===== src/rtl/arrow_spawner_pkg.sv =====
`default_nettype none
// ============================================================================
// game_pkg : stage codes, lane indices, pacing defaults and FSM encoding
//            shared by the arrow spawner and the VGA arrow tracker.
// Rev 1.0
// ============================================================================
package game_pkg;

   localparam logic [1:0] STAGE1 = 2'b00;
   localparam logic [1:0] STAGE2 = 2'b01;
   localparam logic [1:0] STAGE3 = 2'b10;

   localparam logic [1:0] LANE_D = 2'd0;
   localparam logic [1:0] LANE_U = 2'd1;
   localparam logic [1:0] LANE_L = 2'd2;
   localparam logic [1:0] LANE_R = 2'd3;

   localparam int GAP_S1_DEFAULT      = 60;
   localparam int GAP_S2_DEFAULT      = 40;
   localparam int GAP_S3_DEFAULT      = 20;
   localparam int JITTER_BITS_DEFAULT = 4;

   localparam logic [15:0] LFSR_SEED_DEFAULT = 16'hACE1;
   localparam logic [15:0] LFSR_POLY         = 16'hB400;

   typedef logic [1:0] state_t;
   localparam state_t ST_WAIT = 2'd0;
   localparam state_t ST_PICK = 2'd1;
   localparam state_t ST_EMIT = 2'd2;

   // One step of the right-shifting Galois LFSR (x^16+x^14+x^13+x^11).
   function automatic logic [15:0] lfsr_next(input logic [15:0] v);
      return v[0] ? ((v >> 1) ^ LFSR_POLY) : (v >> 1);
   endfunction

endpackage
`default_nettype wire


===== src/rtl/arrow_spawner_if.sv =====
`default_nettype none
// ============================================================================
// arrow_spawner_if : game-side pacing inputs and spawn outputs of the spawner.
// Rev 1.0
// ============================================================================
interface arrow_spawner_if;
   logic        frame_tick;
   logic        enable;
   logic [1:0]  stage;
   logic [3:0]  lane_busy;
   logic [3:0]  spawn;
   logic [15:0] spawn_count;
   logic [7:0]  cooldown;

   modport master (
      output frame_tick, enable, stage, lane_busy,
      input  spawn, spawn_count, cooldown
   );

   modport slave (
      input  frame_tick, enable, stage, lane_busy,
      output spawn, spawn_count, cooldown
   );
endinterface
`default_nettype wire


===== src/rtl/arrow_spawner_lfsr16.sv =====
`default_nettype none
// ============================================================================
// lfsr16 : free-running 16-bit Galois LFSR; a zero seed is forced to 1.
// Rev 1.0
// ============================================================================
module lfsr16
   import game_pkg::*;
#(
   parameter logic [15:0] SEED = LFSR_SEED_DEFAULT
) (
   input  logic        pclk,
   input  logic        rst,
   output logic [15:0] value
);

   localparam logic [15:0] SEED_NZ = (SEED == 16'h0000) ? 16'h0001 : SEED;

   logic [15:0] lfsr_q;
   logic [15:0] lfsr_d;

   always_comb begin
      lfsr_d = lfsr_next(lfsr_q);
   end

   always_ff @(posedge pclk) begin
      if (rst) begin
         lfsr_q <= SEED_NZ;
      end else begin
         lfsr_q <= lfsr_d;
      end
   end

   assign value = lfsr_q;

endmodule
`default_nettype wire


===== src/rtl/arrow_spawner.sv =====
`default_nettype none
// ============================================================================
// arrow_spawner : frame-paced, stage-scaled, LFSR-jittered arrow launcher that
//                 strobes one free lane per spawn.
// Rev 1.0
// ============================================================================
module arrow_spawner
   import game_pkg::*;
#(
   parameter logic [15:0] SEED        = LFSR_SEED_DEFAULT,
   parameter int          GAP_S1      = GAP_S1_DEFAULT,
   parameter int          GAP_S2      = GAP_S2_DEFAULT,
   parameter int          GAP_S3      = GAP_S3_DEFAULT,
   parameter int          JITTER_BITS = JITTER_BITS_DEFAULT
) (
   input  logic             pclk,
   input  logic             rst,
   arrow_spawner_if.slave   bus
);

   logic [15:0] lfsr_w;
   logic        unused_lfsr;
   logic        tick_en;
   logic [7:0]  reload;

   state_t      state_q, state_d;
   logic [1:0]  cand_q, cand_d;
   logic [1:0]  tries_q, tries_d;
   logic [7:0]  cooldown_q, cooldown_d;
   logic [3:0]  spawn_q, spawn_d;
   logic [15:0] spawn_count_q, spawn_count_d;

   lfsr16 #(.SEED(SEED)) u_lfsr (
      .pclk  (pclk),
      .rst   (rst),
      .value (lfsr_w)
   );

   // Only the low bits feed lane choice and jitter.
   assign unused_lfsr = ^lfsr_w;
   assign tick_en     = bus.frame_tick & bus.enable;

   always_comb begin
      case (bus.stage)
         STAGE1:  reload = 8'(GAP_S1);
         STAGE2:  reload = 8'(GAP_S2);
         default: reload = 8'(GAP_S3);
      endcase
      reload = reload + 8'(lfsr_w[JITTER_BITS-1:0]);
   end

   // State register
   always_ff @(posedge pclk) begin
      if (rst) begin
         state_q <= ST_WAIT;
         cand_q  <= 2'd0;
         tries_q <= 2'd0;
      end else begin
         state_q <= state_d;
         cand_q  <= cand_d;
         tries_q <= tries_d;
      end
   end

   // Next-state: PICK walks the lanes from a random start, at most four.
   always_comb begin
      state_d = state_q;
      cand_d  = cand_q;
      tries_d = tries_q;
      case (state_q)
         ST_WAIT: begin
            if (tick_en && (cooldown_q == 8'd0)) begin
               state_d = ST_PICK;
               cand_d  = lfsr_w[1:0];
               tries_d = 2'd0;
            end
         end
         ST_PICK: begin
            if (!bus.enable) begin
               state_d = ST_WAIT;
            end else if (!bus.lane_busy[cand_q]) begin
               state_d = ST_EMIT;
            end else if (tries_q == 2'd3) begin
               state_d = ST_WAIT;
            end else begin
               cand_d  = cand_q + 2'd1;
               tries_d = tries_q + 2'd1;
            end
         end
         ST_EMIT: state_d = ST_WAIT;
         default: state_d = ST_WAIT;
      endcase
   end

   // Outputs: spawn is registered so it lines up with the EMIT state.
   always_comb begin
      cooldown_d    = cooldown_q;
      spawn_count_d = spawn_count_q;
      spawn_d       = (state_d == ST_EMIT) ? (4'b0001 << cand_d) : 4'b0000;
      case (state_q)
         ST_WAIT: begin
            if (tick_en && (cooldown_q != 8'd0)) begin
               cooldown_d = cooldown_q - 8'd1;
            end
         end
         ST_EMIT: begin
            cooldown_d = reload;
            if (spawn_count_q != 16'hFFFF) begin
               spawn_count_d = spawn_count_q + 16'd1;
            end
         end
         default: ;
      endcase
   end

   always_ff @(posedge pclk) begin
      if (rst) begin
         cooldown_q    <= 8'(GAP_S1);
         spawn_q       <= 4'b0000;
         spawn_count_q <= 16'h0000;
      end else begin
         cooldown_q    <= cooldown_d;
         spawn_q       <= spawn_d;
         spawn_count_q <= spawn_count_d;
      end
   end

   assign bus.spawn       = spawn_q;
   assign bus.spawn_count = spawn_count_q;
   assign bus.cooldown    = cooldown_q;

endmodule
`default_nettype wire


===== src/flat_wrapper.sv =====
// flat-port wrapper written by rule: the top's interface ports become plain ports
module arrow_spawner_flat import game_pkg::*;
#(
   parameter logic [15:0] SEED        = LFSR_SEED_DEFAULT,
   parameter int          GAP_S1      = GAP_S1_DEFAULT,
   parameter int          GAP_S2      = GAP_S2_DEFAULT,
   parameter int          GAP_S3      = GAP_S3_DEFAULT,
   parameter int          JITTER_BITS = JITTER_BITS_DEFAULT
)
  (pclk, rst, bus_frame_tick, bus_enable, bus_stage, bus_lane_busy, bus_spawn, bus_spawn_count, bus_cooldown);
  arrow_spawner_if bus_i ();
  input  logic pclk;
  input  logic rst;
  input wire logic [$bits(bus_i.frame_tick)-1:0] bus_frame_tick;
  input wire logic [$bits(bus_i.enable)-1:0] bus_enable;
  input wire logic [$bits(bus_i.stage)-1:0] bus_stage;
  input wire logic [$bits(bus_i.lane_busy)-1:0] bus_lane_busy;
  output wire logic [$bits(bus_i.spawn)-1:0] bus_spawn;
  output wire logic [$bits(bus_i.spawn_count)-1:0] bus_spawn_count;
  output wire logic [$bits(bus_i.cooldown)-1:0] bus_cooldown;
  assign bus_i.frame_tick = bus_frame_tick;
  assign bus_i.enable = bus_enable;
  assign bus_i.stage = bus_stage;
  assign bus_i.lane_busy = bus_lane_busy;
  assign bus_spawn = bus_i.spawn;
  assign bus_spawn_count = bus_i.spawn_count;
  assign bus_cooldown = bus_i.cooldown;
  arrow_spawner #(.SEED(SEED), .GAP_S1(GAP_S1), .GAP_S2(GAP_S2), .GAP_S3(GAP_S3), .JITTER_BITS(JITTER_BITS)) u_core (.pclk(pclk), .rst(rst), .bus(bus_i));
endmodule

===== config.mk =====
export PLATFORM = sky130hd
export DESIGN_NAME = arrow_spawner_flat
export DESIGN_NICKNAME = d
export VERILOG_FILES = /design/src/rtl/arrow_spawner_pkg.sv /design/src/rtl/arrow_spawner_if.sv /design/src/rtl/arrow_spawner_lfsr16.sv /design/src/rtl/arrow_spawner.sv /design/src/flat_wrapper.sv
export SDC_FILE = /design/constraint.sdc
export NUM_CORES = 1
export LEC_CHECK = 0
export ABC_CLOCK_PERIOD_IN_PS = 3300
export BUFFER_PORTS_ARGS = -buffer_cell sky130_fd_sc_hd__buf_2
export CORE_MARGIN = 1
export CORE_UTILIZATION = 60
export CTS_BUF_LIST = sky130_fd_sc_hd__clkbuf_4 sky130_fd_sc_hd__clkbuf_8
export DETAILED_ROUTE_END_ITERATION = 10
export GPL_ROUTABILITY_DRIVEN = 0
export PLACE_DENSITY = 0.91
export REMOVE_ABC_BUFFERS = 1
export SLEW_MARGIN = 40
export SYNTH_ARGS = -nofsm -noshare
export SYNTH_HDL_FRONTEND = slang
export SYNTH_SLANG_ARGS = --single-unit
export TNS_END_PERCENT = 1

===== constraint.sdc =====
create_clock -name pclk -period 3.3 [get_ports pclk]
set_clock_uncertainty 0.1 [all_clocks]
set_input_delay 0.165 -clock pclk [delete_from_list [all_inputs] [get_ports pclk]]
set_output_delay 0.165 -clock pclk [all_outputs]
set_load 0.01 [all_outputs]

* After elaboration in Yosys (flattened, before gate mapping)
Cells that the tools add are included.
** Storage, ports and cells
- Register bits :: 50
- Latch bits :: 0
- Memory bits (writable) :: 0
- Memory bits (read-only) :: 0
- Output and inout bits :: 28
- Memories kept :: 0
** Cells by class
- Add/subtract/negate cells :: 5
- Multipliers :: 0
- Divide/modulo/power cells :: 0
- Magnitude comparators :: 1
- Equality and inequality tests :: 11
- Shifts and indexed selects :: 1
- Muxes and demuxes :: 21
- Bitwise gates (word level) :: 3
- Reductions and logical operators :: 12
** Operator list (count)
- two-way mux 2 bit :: 12
- adder 16 x 1 -> 16 bit (second input constant) :: 1
- two-way mux 16 bit :: 1
- != test 16 bit (second input constant) :: 1
- one-hot mux 8 bit (2 select lines) :: 1
- one-hot mux 2 bit (2 select lines) :: 3
- one-hot mux 6 bit (2 select lines) :: 1
- zero test 8 bit :: 1
- two-way mux 8 bit :: 1
- nonzero test 8 bit :: 1
- subtractor 8 x 1 -> 8 bit (second input constant) :: 1
- adder 6 x 4 -> 7 bit :: 1
- == test 2 bit (second input constant) :: 3
- != test 2 x 1 -> 1 bit (second input constant) :: 3
- AND reduction 5 bit :: 1
- adder 2 x 1 -> 2 bit (second input constant) :: 2
- == test 2 x 1 -> 1 bit (second input constant) :: 2
- zero test 2 bit :: 2
- != test 2 bit (second input constant) :: 2
- NOT 3 -> 4 bit :: 1
- AND reduction 2 bit :: 2
- nonzero test 2 bit :: 2
- left shift 1 x 2 -> 4 bit (first input constant) :: 1
- less-than comparator 2 x 3 -> 1 bit (second input constant) :: 1
- 6 further kinds :: 7

* Longest topological paths before layout
Gate-level depths: netlist of run 1.
- Depth after elaboration :: 8
- Mapped depth :: 8

* By module
From an unflattened synthesis of run 1, not the netlist that was laid out.
** Second synthesis, totals
- Cell total of the unflattened synthesis :: 267
- Area, all modules :: 2466.1 µm²
** Modules (own cells, without submodules)
- arrow_spawner :: times used 1, cells each 218, area each 1905.6 µm²
- lfsr16 :: times used 1, cells each 49, area each 560.5 µm²

* Worst setup path before layout of run 1
OpenSTA, ideal clock, no wires.
- Path type :: register to register
- From :: register u_core.cooldown_q[0] (netlist: u_core.bus.cooldown[0])
- To :: register u_core.spawn_q[0] (netlist: u_core.bus.spawn[0])
- Library setup time :: 0.116 ns
- Arrival :: 1.932 ns
- Data required time :: 3.084 ns
- Path slack :: 1.152 ns
- Stages on the path, launching flop included :: 8
- Cells stage by stage :: dfxtp_1 > inv_1 > ha_1 > or4b_4 > or4_1 > o211ai_2 > inv_2 > and3_1
** Between the ends
- Cells in the longest elaborated chain, start to end :: 7
- Elaborated cells between the ends (all ways) :: 10
** RTL lines
- from (decl) :: RTL line arrow_spawner.sv:29 : logic [7:0] cooldown_q, cooldown_d;
- from (signal assigned) :: RTL line arrow_spawner.sv:118 : cooldown_q <= 8'(GAP_S1);
- from (signal assigned) :: RTL line arrow_spawner.sv:122 : cooldown_q <= cooldown_d;
- zero test 8 bit (*) :: RTL line arrow_spawner.sv:72 : if (tick_en && (cooldown_q == 8'd0)) begin
- logical AND 1 bit (*) :: RTL line arrow_spawner.sv:72
- two-way mux 2 bit :: RTL line arrow_spawner.sv:72
- one-hot mux 2 bit (2 select lines) :: RTL line arrow_spawner.sv:70 : case (state_q)
- == test 2 bit :: RTL line arrow_spawner.sv:99 : spawn_d = (state_d == ST_EMIT) ? (4'b0001 << cand_d) : 4'b0000;
- NOT 1 bit (no line)
- OR reduction 2 bit (no line)
- to (signal assigned) :: RTL line arrow_spawner.sv:123 : spawn_q <= spawn_d;
- to (decl) :: RTL line arrow_spawner.sv:30 : logic [3:0] spawn_q, spawn_d;
Every way passes the cells marked *; elsewhere a longest branch is shown, timed or not.
A chain may end at the register's enable or synchronous reset.

* Worst setup path in the final report of run 1
- From :: register u_core.tries_q[0]
- To :: register u_core.spawn_q[0] (netlist: u_core.bus.spawn[0])
** Between the ends
- Cells in the longest elaborated chain, start to end :: 8
- Elaborated cells between the ends (all ways) :: 13
** RTL lines
- from (decl) :: RTL line arrow_spawner.sv:28 : logic [1:0] tries_q, tries_d;
- from (signal assigned) :: RTL line arrow_spawner.sv:61 : tries_q <= tries_d;
- == test 2 bit (*) :: RTL line arrow_spawner.sv:83 : end else if (tries_q == 2'd3) begin
- two-way mux 2 bit :: RTL line arrow_spawner.sv:83
- two-way mux 2 bit :: RTL line arrow_spawner.sv:81 : end else if (!bus.lane_busy[cand_q]) begin
- two-way mux 2 bit :: RTL line arrow_spawner.sv:79 : if (!bus.enable) begin
- one-hot mux 2 bit (2 select lines) :: RTL line arrow_spawner.sv:70
- == test 2 bit :: RTL line arrow_spawner.sv:99
- NOT 1 bit (no line)
- OR reduction 2 bit (no line)
Marks and branches as above.

==> results of run 1 <==
-- cells by family (layout without fill, tap and decap cells) --
family / count (synthesis) / count (layout) / synth area share [%]
mux: 5 / 5 / 2.23
xor+xnor: 20 / 20 / 7.62
flops: 50 / 50 / 43.6
fa+ha+maj: 7 / 7 / 4.14
simple gates: 127 / 127 / 31.5
buf+inv: 20 / 54 / 3.38
compound gates: 24 / 24 / 7.52
-- final timing paths --
check                               from                endpoint  depth (start not counted)
setup / recovery       u_core.tries_q[0]     u_core.bus.spawn[0]                          6
hold reg to reg   u_core.u_lfsr.value[7]  u_core.u_lfsr.value[6]                          1
hold / removal              bus_stage[0]  u_core.bus.cooldown[6]                          4
setup reg to reg       u_core.tries_q[0]     u_core.bus.spawn[0]                          6
-- synth_stat cells, types with 5 or more instances --
library cell  instances  area, um2
nand4_1               9       56.3
ha_1                  6       75.1
nand2b_1              8       50.1
nor4_1                6       37.5
nor2_1               27        101
nor3_1               12       60.1
nor2b_1              11       68.8
xor2_1               10       87.6
clkbuf_1              9       33.8
xnor2_1              10       87.6
a21oi_1               6       30.0
a211oi_1              6       45.0
inv_1                 7       26.3
nand3_1               6       30.0
dfxtp_1              50       1000
or2_2                 8       50.1
or4_1                 5       37.5
nand2_1              12       45.0
-- flip-flops by register name, indices dropped and copies added (netlist names) --
signal	cells
u_core.bus.cooldown	8
u_core.bus.spawn	4
u_core.bus.spawn_count	16
u_core.cand_q	2
u_core.state_q	2
u_core.tries_q	2
u_core.u_lfsr.value	16
-- placed cells by master (no fill, tap or decap), drive strengths merged, types with 5 or more instances in the layout --
master | Yosys | routed
dfxtp | 50 | 50
buf | 3 | 38
nor2 | 27 | 27
nand2 | 12 | 12
nor3 | 12 | 12
nor2b | 11 | 11
xnor2 | 10 | 10
xor2 | 10 | 10
nand4 | 9 | 9
or2 | 9 | 9
nand2b | 8 | 8
inv | 8 | 8
a21oi | 7 | 7
a211oi | 6 | 6
nor4 | 6 | 6
nand3 | 6 | 6
ha | 6 | 6
or4 | 6 | 6
clkbuf | 9 | 5
-- routing by layer --
layer	vias up	global-route usage, %	share of wire, %
li1	950	-	-
met1	861	31.2	49
met2	43	38.2	46
met3	4	5.89	3.8
met4	0	10.2	1.3
met5	-	0	0
-- worst reg2reg max path, delay by kind of cell, from the launching register on --
kind,cells,cell delay [ns]
multiplexers,1,0.38
adder cells (fa/ha/maj),1,0.22
flip-flops,1,0.34
AO/OA/AOI/OAI,2,0.68
AND/OR/NAND/NOR,2,0.50
-- final cells by class --
| cell class | instances | area (um2) |
|---|---|---|
| multi-input cells | 183 | 1220 |
| fillers | 288 | 1050 |
| flip-flops and latches | 50 | 1000 |
| repair buffers | 38 | 193 |
| clock buffers | 5 | 68.8 |
| well taps | 48 | 60.1 |
| clock inverters | 3 | 40.0 |
| inverters | 8 | 30.0 |
-- power by group --
group / switching, mW / internal (mW) / total, mW
logic: 0.0385 / 0.0339 / 0.0724
clock network: 0.194 / 0.223 / 0.417
registers: 0.0101 / 0.620 / 0.630
==> impl_results.md, run 1 <==
- Critical path class: reg -> reg
- CP max-delay cell: a221oi_2
- Post-cts sizing count: 0
- YS warnings: 0
- Gate Count Post-Synth: ~250
- Minimum clock period: 2.27 ns
- Post-Route WL: 4280 um
- Min-Delay Path Class: in -> reg
- Ys flop type: dfxtp_1
- Fmax: around 440 MHz
- CTS tree: yes
- Initial Util: 62.7%
- Worst path top cell family by delay: compound AO/OA/AOI/OAI gates
- TritonCTS Sinks: 50
- Period utilization: 68.7%
- Drt wl/cell: 12.8 um
- Design Area, Final: approximately 2600 um2
- Vias in the first global route: around 1700
- Hold-fix buffers, CTS: 0
- Detailed placement HPWL: between 3000 and 4000 um
- Die Span X: 63.9 um
- Worst Slack Setup Final: 1.03 ns
- Crit-path max cell delay: around 0.40 ns
- Critical Path Fanout Max: 5
- Buffers & Inverters on Critical Path: 0
- Max H-tree Level: 2
- Post-layout util: 71.3%
- Port bufs: 37
- Longest Clk Path Bufs: 2
- Mapped Area: roughly 2300 um2
- First-pass DRT Iterations: 4
- Number of remaining DRC errors: 0
- Nets: 303
- Row cnt: 22
- Status: finished clean
- Core outline area: between 3000 and 4000 um2
- CTS buffer count: 5
- Initial antenna violation count: 0
- Crit-path cells: ha_1, or2_2, o22ai_1, mux2_1, a221oi_2, and3_1
- Die height: between 60 and 70 um
- Iter 0 DRT Violations: 125
- #FFs+latches synth: 50
- Crit start category: flop
- Async SR Flop Fraction: 0%
- Num ports: 38
- Share of layout cells above drive strength 1: between 20% and 30%
- Total Power: 1.12 mW
- Max-cap viol count: 0
- Latest clock arrival within the worst-skew pair: 0.30 ns
- Filler-free cell count of the finished design: 335
- Crit path DAT: roughly 2.4 ns
- Slew Limit Fails: 0
- Slew of the pin with the lowest slew margin: slightly below 0.7 ns
- Remaining Overflow, GRT: 0
- Rel. slew slack: 54.8%
- GRT Resource Usage Total: between 20% and 30%
- Placed cell area: between 2000 and 3000 um2
- Sequential fraction of the synthesis area: 43.6%
- Root Buffer: clkbuf_8
- First-pass GRT wire length: 7690 um
- Via density: 5.55
- Final ANT Viol Nets: 0
- Setup TNS Final: 0 ns
- Final Hold Slack: 0.150 ns
- CP endpoint kind: flop
- Netlist cell types: 50
- EDFF count, synth: 0
- Area Overhead vs Synth: 13.7%
- DP Cell Count: 327
- Vias: 1858
- LEAKAGE: 1.04 nW
- Largest net degree at the start of global routing: 42
- RSZ-0062 raised after global routing: false
- Setup violators final: 0
- Number of setup buffers added after CTS: 0
- Worst Path Required: around 3.4 ns
- Clock-pin slew on the worst setup and hold paths: 0.09 ns
- Pwr dens: 428 nW/um2
- Die area: 4080 um2
- Setup WS pre-CTS: 1.06 ns
- Mapped Avg Cell Area: roughly 9.1 um2
- Reg-to-reg slack, setup: 1.03 ns
- Ant diodes: 0
- Final hold violations: 0
- Peak supply drop: between 0.0003 and 0.0004 V
No activity file was read; power rests on OpenSTA's default activity.
==> run 2, diff against run 1 <==
Settings changed: ABC_CLOCK_PERIOD_IN_PS 3300 to 2300, CORE_UTILIZATION 60 to 58, PLACE_DENSITY 0.91 to 0.89.
Clock period 3.3 ns to 2.3 ns, I/O delays scaled along.
==> run 2 against run 1 <==
- die area up 3.3%
- global-route usage decreased by 0.49 points
- critical endpoint is now u_core.bus.spawn[2]
- largest cell class unchanged
- non-clock buffer count up 3
- worst setup slack got worse by 0.93 ns
- sequential power up 44%
- first-iteration DRC count rose by 26%
==> impl_results.md, run 2 (synthesis gave the netlist of run 1 again) <==
- Status: finished clean
- Filler-free cell count of the finished design: approximately 340
- GRT Resource Usage Total: 23.6%
- Fmax: 456 MHz
- Worst Slack Setup Final: 0.107 ns
- Number of remaining DRC errors: 0
- Core outline area: roughly 3700 um2
- TritonCTS Sinks: 50
- Die Span X: ~65 um
- Post-Route WL: 4560 um
- Setup TNS Final: 0 ns
- Peak supply drop: ~0.00047 V
- RSZ-0062 raised after global routing: false
- Detailed placement HPWL: 3230 um
- CTS tree: yes
- Final Hold Slack: 0.124 ns
- Ant diodes: 0
- Final hold violations: 0
- Latest clock arrival within the worst-skew pair: 0.30 ns
- Initial antenna violation count: 0
- DP Cell Count: 330
- Port bufs: 37
- Die height: 64.9 um
- Num ports: 38
- Period utilization: between 90 and 100%
- Buffers & Inverters on Critical Path: 1
- Slew Limit Fails: 0
- Drt wl/cell: approximately 13 um
- Critical path class: reg -> reg
- Worst path top cell family by delay: simple AND/OR/NAND/NOR gates
- Min-Delay Path Class: in -> reg
- Nets: 306
- CTS buffer count: 5
- Iter 0 DRT Violations: 158
- Row cnt: 22
- Critical Path Fanout Max: 5
- Rel. slew slack: around 56%
- CP max-delay cell: or4_4
- First-pass GRT wire length: 7790 um
- Largest net degree at the start of global routing: 26
- Highest-count cells in the layout ignoring fill and taps: dfxtp_1 (48), buf_2 (37), nor2_1 (27), nand2_1 (12), nor3_1 (12)
- Die area: 4220 um2
- Commonest non-fill, non-tap cell in the layout: dfxtp_1
- Crit path DAT: ~2.3 ns
- Root Buffer: clkbuf_8
- Vias in the first global route: 1820
- Vias: 1890
- Max-cap viol count: 0
- Worst Path Required: 2.40 ns
- LEAKAGE: between 1 and 1.5 nW
- Crit path from: u_core.bus.cooldown[0]
- Setup WS pre-CTS: 0.0721 ns
- Hold Startpoint: bus_stage[0]
- Longest Clk Path Bufs: 2
- Initial Util: 61.8%
- Crit start category: flop
- Max H-tree Level: 2
- Crit-path max cell delay: between 0.5 and 0.6 ns
- Remaining Overflow, GRT: 0
- Via density: ~5.6
- Pwr dens: 613 nW/um2
- Clock-pin slew on the worst setup and hold paths: 0.09 ns
- Number of setup buffers added after CTS: 0
- CP endpoint kind: flop
- Area Overhead vs Synth: 16.1%
- Slew of the pin with the lowest slew margin: 0.658 ns
- Crit-path cells: inv_2, ha_1, or4b_4, or4_4, a21oi_4, a221oi_4, and3_1
- Minimum clock period: 2.19 ns
- Setup violators final: 0
- Worst r2r src: u_core.bus.cooldown[0]
- First-pass DRT Iterations: 5
- Share of layout cells above drive strength 1: 25.2%
- Final ANT Viol Nets: 0
run 2: layer usage:
metal	share of wire, %	GRT usage (%)	routed length [um]	vias up
li1	-	-	-	953
met1	47	28.4	2140	871
met2	48	40.0	2170	60
met3	4.5	6.16	206	6
met4	0.70	8.89	32	0
met5	0	0	0	-
run 2: path summary, 6_finish.rpt:
check             cells after the start  slack [ns]                     end
setup reg to reg                      7        0.11     u_core.bus.spawn[2]
hold / removal                        4        0.12  u_core.bus.cooldown[6]
setup / recovery                      7        0.11     u_core.bus.spawn[2]
hold reg to reg                       1        0.32  u_core.u_lfsr.value[6]
run 2: through the flow:
| stage | power, mW | instance area, um2 | util (%) |
|---|---|---|---|
| 2_1_floorplan | 0.986 | 2250 | - |
| 4_1_cts | 1.64 | 2640 | 71.0 |
| 3_5_place_dp | 1.03 | 2520 | 67.9 |
| 5_1_grt | 1.70 | 2670 | 71.8 |
| 3_3_place_gp | 1.03 | 2520 | 67.9 |
| 6_report | 1.63 | 2670 | 71.8 |
run 2: power by group:
group	switching, mW	internal [mW]	total, mW
clock network	0.282	0.336	0.619
logic	0.0580	0.0508	0.109
registers	0.0159	0.890	0.906
total	0.356	1.28	1.63
run 2: what timing repair did:
| item | 4_1_cts | 5_1_grt |
|---|---|---|
| resized for setup | 0 | 7 |
| hold buffers | 0 | 0 |
| setup endpoints to repair | 0 | 5 |
run 2: final cells by class:
cell class	count	area (um2)
well taps	48	60.1
flip-flops and latches	50	1000
clock buffers	6	76.3
multi-input cells	183	1240
fillers	292	1050
clock inverters	2	37.5
repair buffers	41	215
inverters	8	30.0
run 2: worst register-to-register path, delay by kind of cell (launching register included):
kind            cells  cell delay (ns)
buf+inv             1             0.08
flops               1             0.35
simple gates        3             1.18
compound gates      2             0.24
fa+ha+maj           1             0.15
==> run 3, diff against run 2 <==
Settings changed: ABC_CLOCK_PERIOD_IN_PS 2300 to 2400.
Clock period 2.3 ns to 2.4 ns, I/O delays scaled along.
==> run 3 against run 2 <==
- flip-flop and latch count unchanged
- sequential share of layout area fell by 0.094 points
- total power rose by 2.3%
- combinational power about the same
- non-clock buffer count fell by 1
- die area stayed put
- via count up 1.2%
- sequential power is 4.3% lower
- design area unchanged
- first-iteration DRC count decreased by 12%
- fmax fell by 3.4%
- critical path type unchanged
- critical endpoint unchanged
- largest cell class unchanged
- highest routed layer unchanged
==> impl_results.md, run 3 (synthesis gave the netlist of run 1 again) <==
- Setup violators final: 0
- Final ANT Viol Nets: 0
- Sw power: 354 uW
- Total Power: ~1.7 mW
- Number of remaining DRC errors: 0
- Die area: 4220 um2
- Root Buffer: clkbuf_8
- LEAKAGE: 1.06 nW
- Comb pwr share: 6.4%
- Setup WS pre-CTS: 0.172 ns
- Highest-count cells in the layout ignoring fill and taps: dfxtp_1 (50), buf_2 (37), nor2_1 (27), nand2_1 (12), nor3_1 (12)
- Port bufs: 37
- Ant diodes: 0
- Initial Util: between 60% and 70%
- Worst R2R Path Depth: 7
- Max H-tree Level: 2
- TritonCTS Sinks: 50
- Min-Delay Path Class: in -> reg
- CP endpoint kind: flop
- Post-cts sizing count: 0
- Nets: slightly above 300
- Period utilization: 94.7%
- Setup TNS Final: 0 ns
- Placed cell area: around 2500 um2
- Critical path class: reg -> reg
- First-pass GRT wire length: 7890 um
- Peak supply drop: 0.000507 V
- CTS tree: yes
- Drt wl/cell: approximately 14 um
- Sequential share of power: between 50 and 60%
- Status: finished clean
- Row cnt: 22
- Slew Limit Fails: 0
- Iter 0 DRT Violations: 139
- Design Area, Final: 2670 um2
- GRT Resource Usage Total: 23.8%
- Largest net degree at the start of global routing: 27
- Initial antenna violation count: 0
- Longest Clk Path Bufs: 2
- Clock-pin slew on the worst setup and hold paths: about 0.090 ns
- Number of setup buffers added after CTS: 0
- Worst Path Required: roughly 2.5 ns
- CTS buffer count: 5
- Minimum clock period: 2.27 ns
- Final hold violations: 0
- First-pass DRT Iterations: 4
- Pwr dens: 627 nW/um2
- Vias: 1913
- Hold Path Depth: 2
- Sw Share: a little over a fifth
- RSZ-0062 raised after global routing: false
- Detailed placement HPWL: 3190 um
- Fmax: 440 MHz
- Power share of the clock group: 41.7%
- Vias in the first global route: ~1800
- Critical Path Fanout Max: 5
- Area Overhead vs Synth: 16.1%
- Share of layout cells above drive strength 1: 23.2%
- Commonest non-fill, non-tap cell in the layout: dfxtp_1
- Die Span X: 64.9 um
- Pint: 1.32 mW
- Post-Route WL: around 4600 um
- Rel. slew slack: 56.4%
- Via density: 5.68
- Max-cap viol count: 0
- Hold-fix buffers, CTS: 0
- Remaining Overflow, GRT: 0
- Worst Slack Setup Final: roughly 0.13 ns
- Crit start category: flop
- Crit path DAT: 2.37 ns
- Num ports: 38
- Latest clock arrival within the worst-skew pair: 0.30 ns
- Slew of the pin with the lowest slew margin: 0.649 ns
- Die height: 64.9 um
- Core outline area: 3720 um2
-- run 3: path summary, 6_finish.rpt --
check                                              from                       to  slack (ns)
worst max register to register   u_core.bus.cooldown[1]      u_core.bus.spawn[2]        0.13
worst min register to register  u_core.u_lfsr.value[12]  u_core.u_lfsr.value[11]        0.32
worst max-delay path             u_core.bus.cooldown[1]      u_core.bus.spawn[2]        0.13
worst min-delay path                                rst  u_core.u_lfsr.value[12]        0.13
-- run 3: cell type report --
class / instances / area [um2]
clock buffer: 5 / 68.8
clock inverter: 3 / 68.8
fill: 296 / 1050
inverter: 8 / 30.0
multi-input combinational: 183 / 1230
sequential: 50 / 1000
tap: 48 / 60.1
timing repair buffer: 40 / 208
-- run 3: critical path: stages, from the launching register on --
cell      delay [ns]
dfxtp_1         0.36
inv_1           0.12
ha_1            0.16
or4b_4          0.48
or4_4           0.50
a21oi_2         0.21
a221oi_4        0.07
and3_1          0.17
-- run 3: per-layer routing --
metal  track usage (%)  share of wire [%]  vias to the layer above  wire length (um)
met5                 0                  0                        -                 0
met4              8.61                1.1                        0                53
met3              5.28                5.2                        9               241
met2              38.3                 47                       63              2190
met1              30.9                 46                      883              2150
li1                  -                  -                      958                 -
-- run 3: power groups by stage --
stage	registers, mW	logic (mW)	clock network (mW)
floorplan	0.885	0.0598	0
global placement	0.885	0.0983	0
detailed placement	0.886	0.103	0
CTS	0.867	0.106	0.710
global route	0.870	0.119	0.742
finish	0.867	0.107	0.698
-- run 3: stage by stage --
stage                     utilization [%]  cells  hold slack, ns
after floorplan                         -    241          0.0891
after global placement               67.7    329           0.293
after detailed placement             67.7    329           0.297
after CTS                            71.4    337           0.125
after global routing                 71.8    337           0.150
final                                71.8    337           0.128
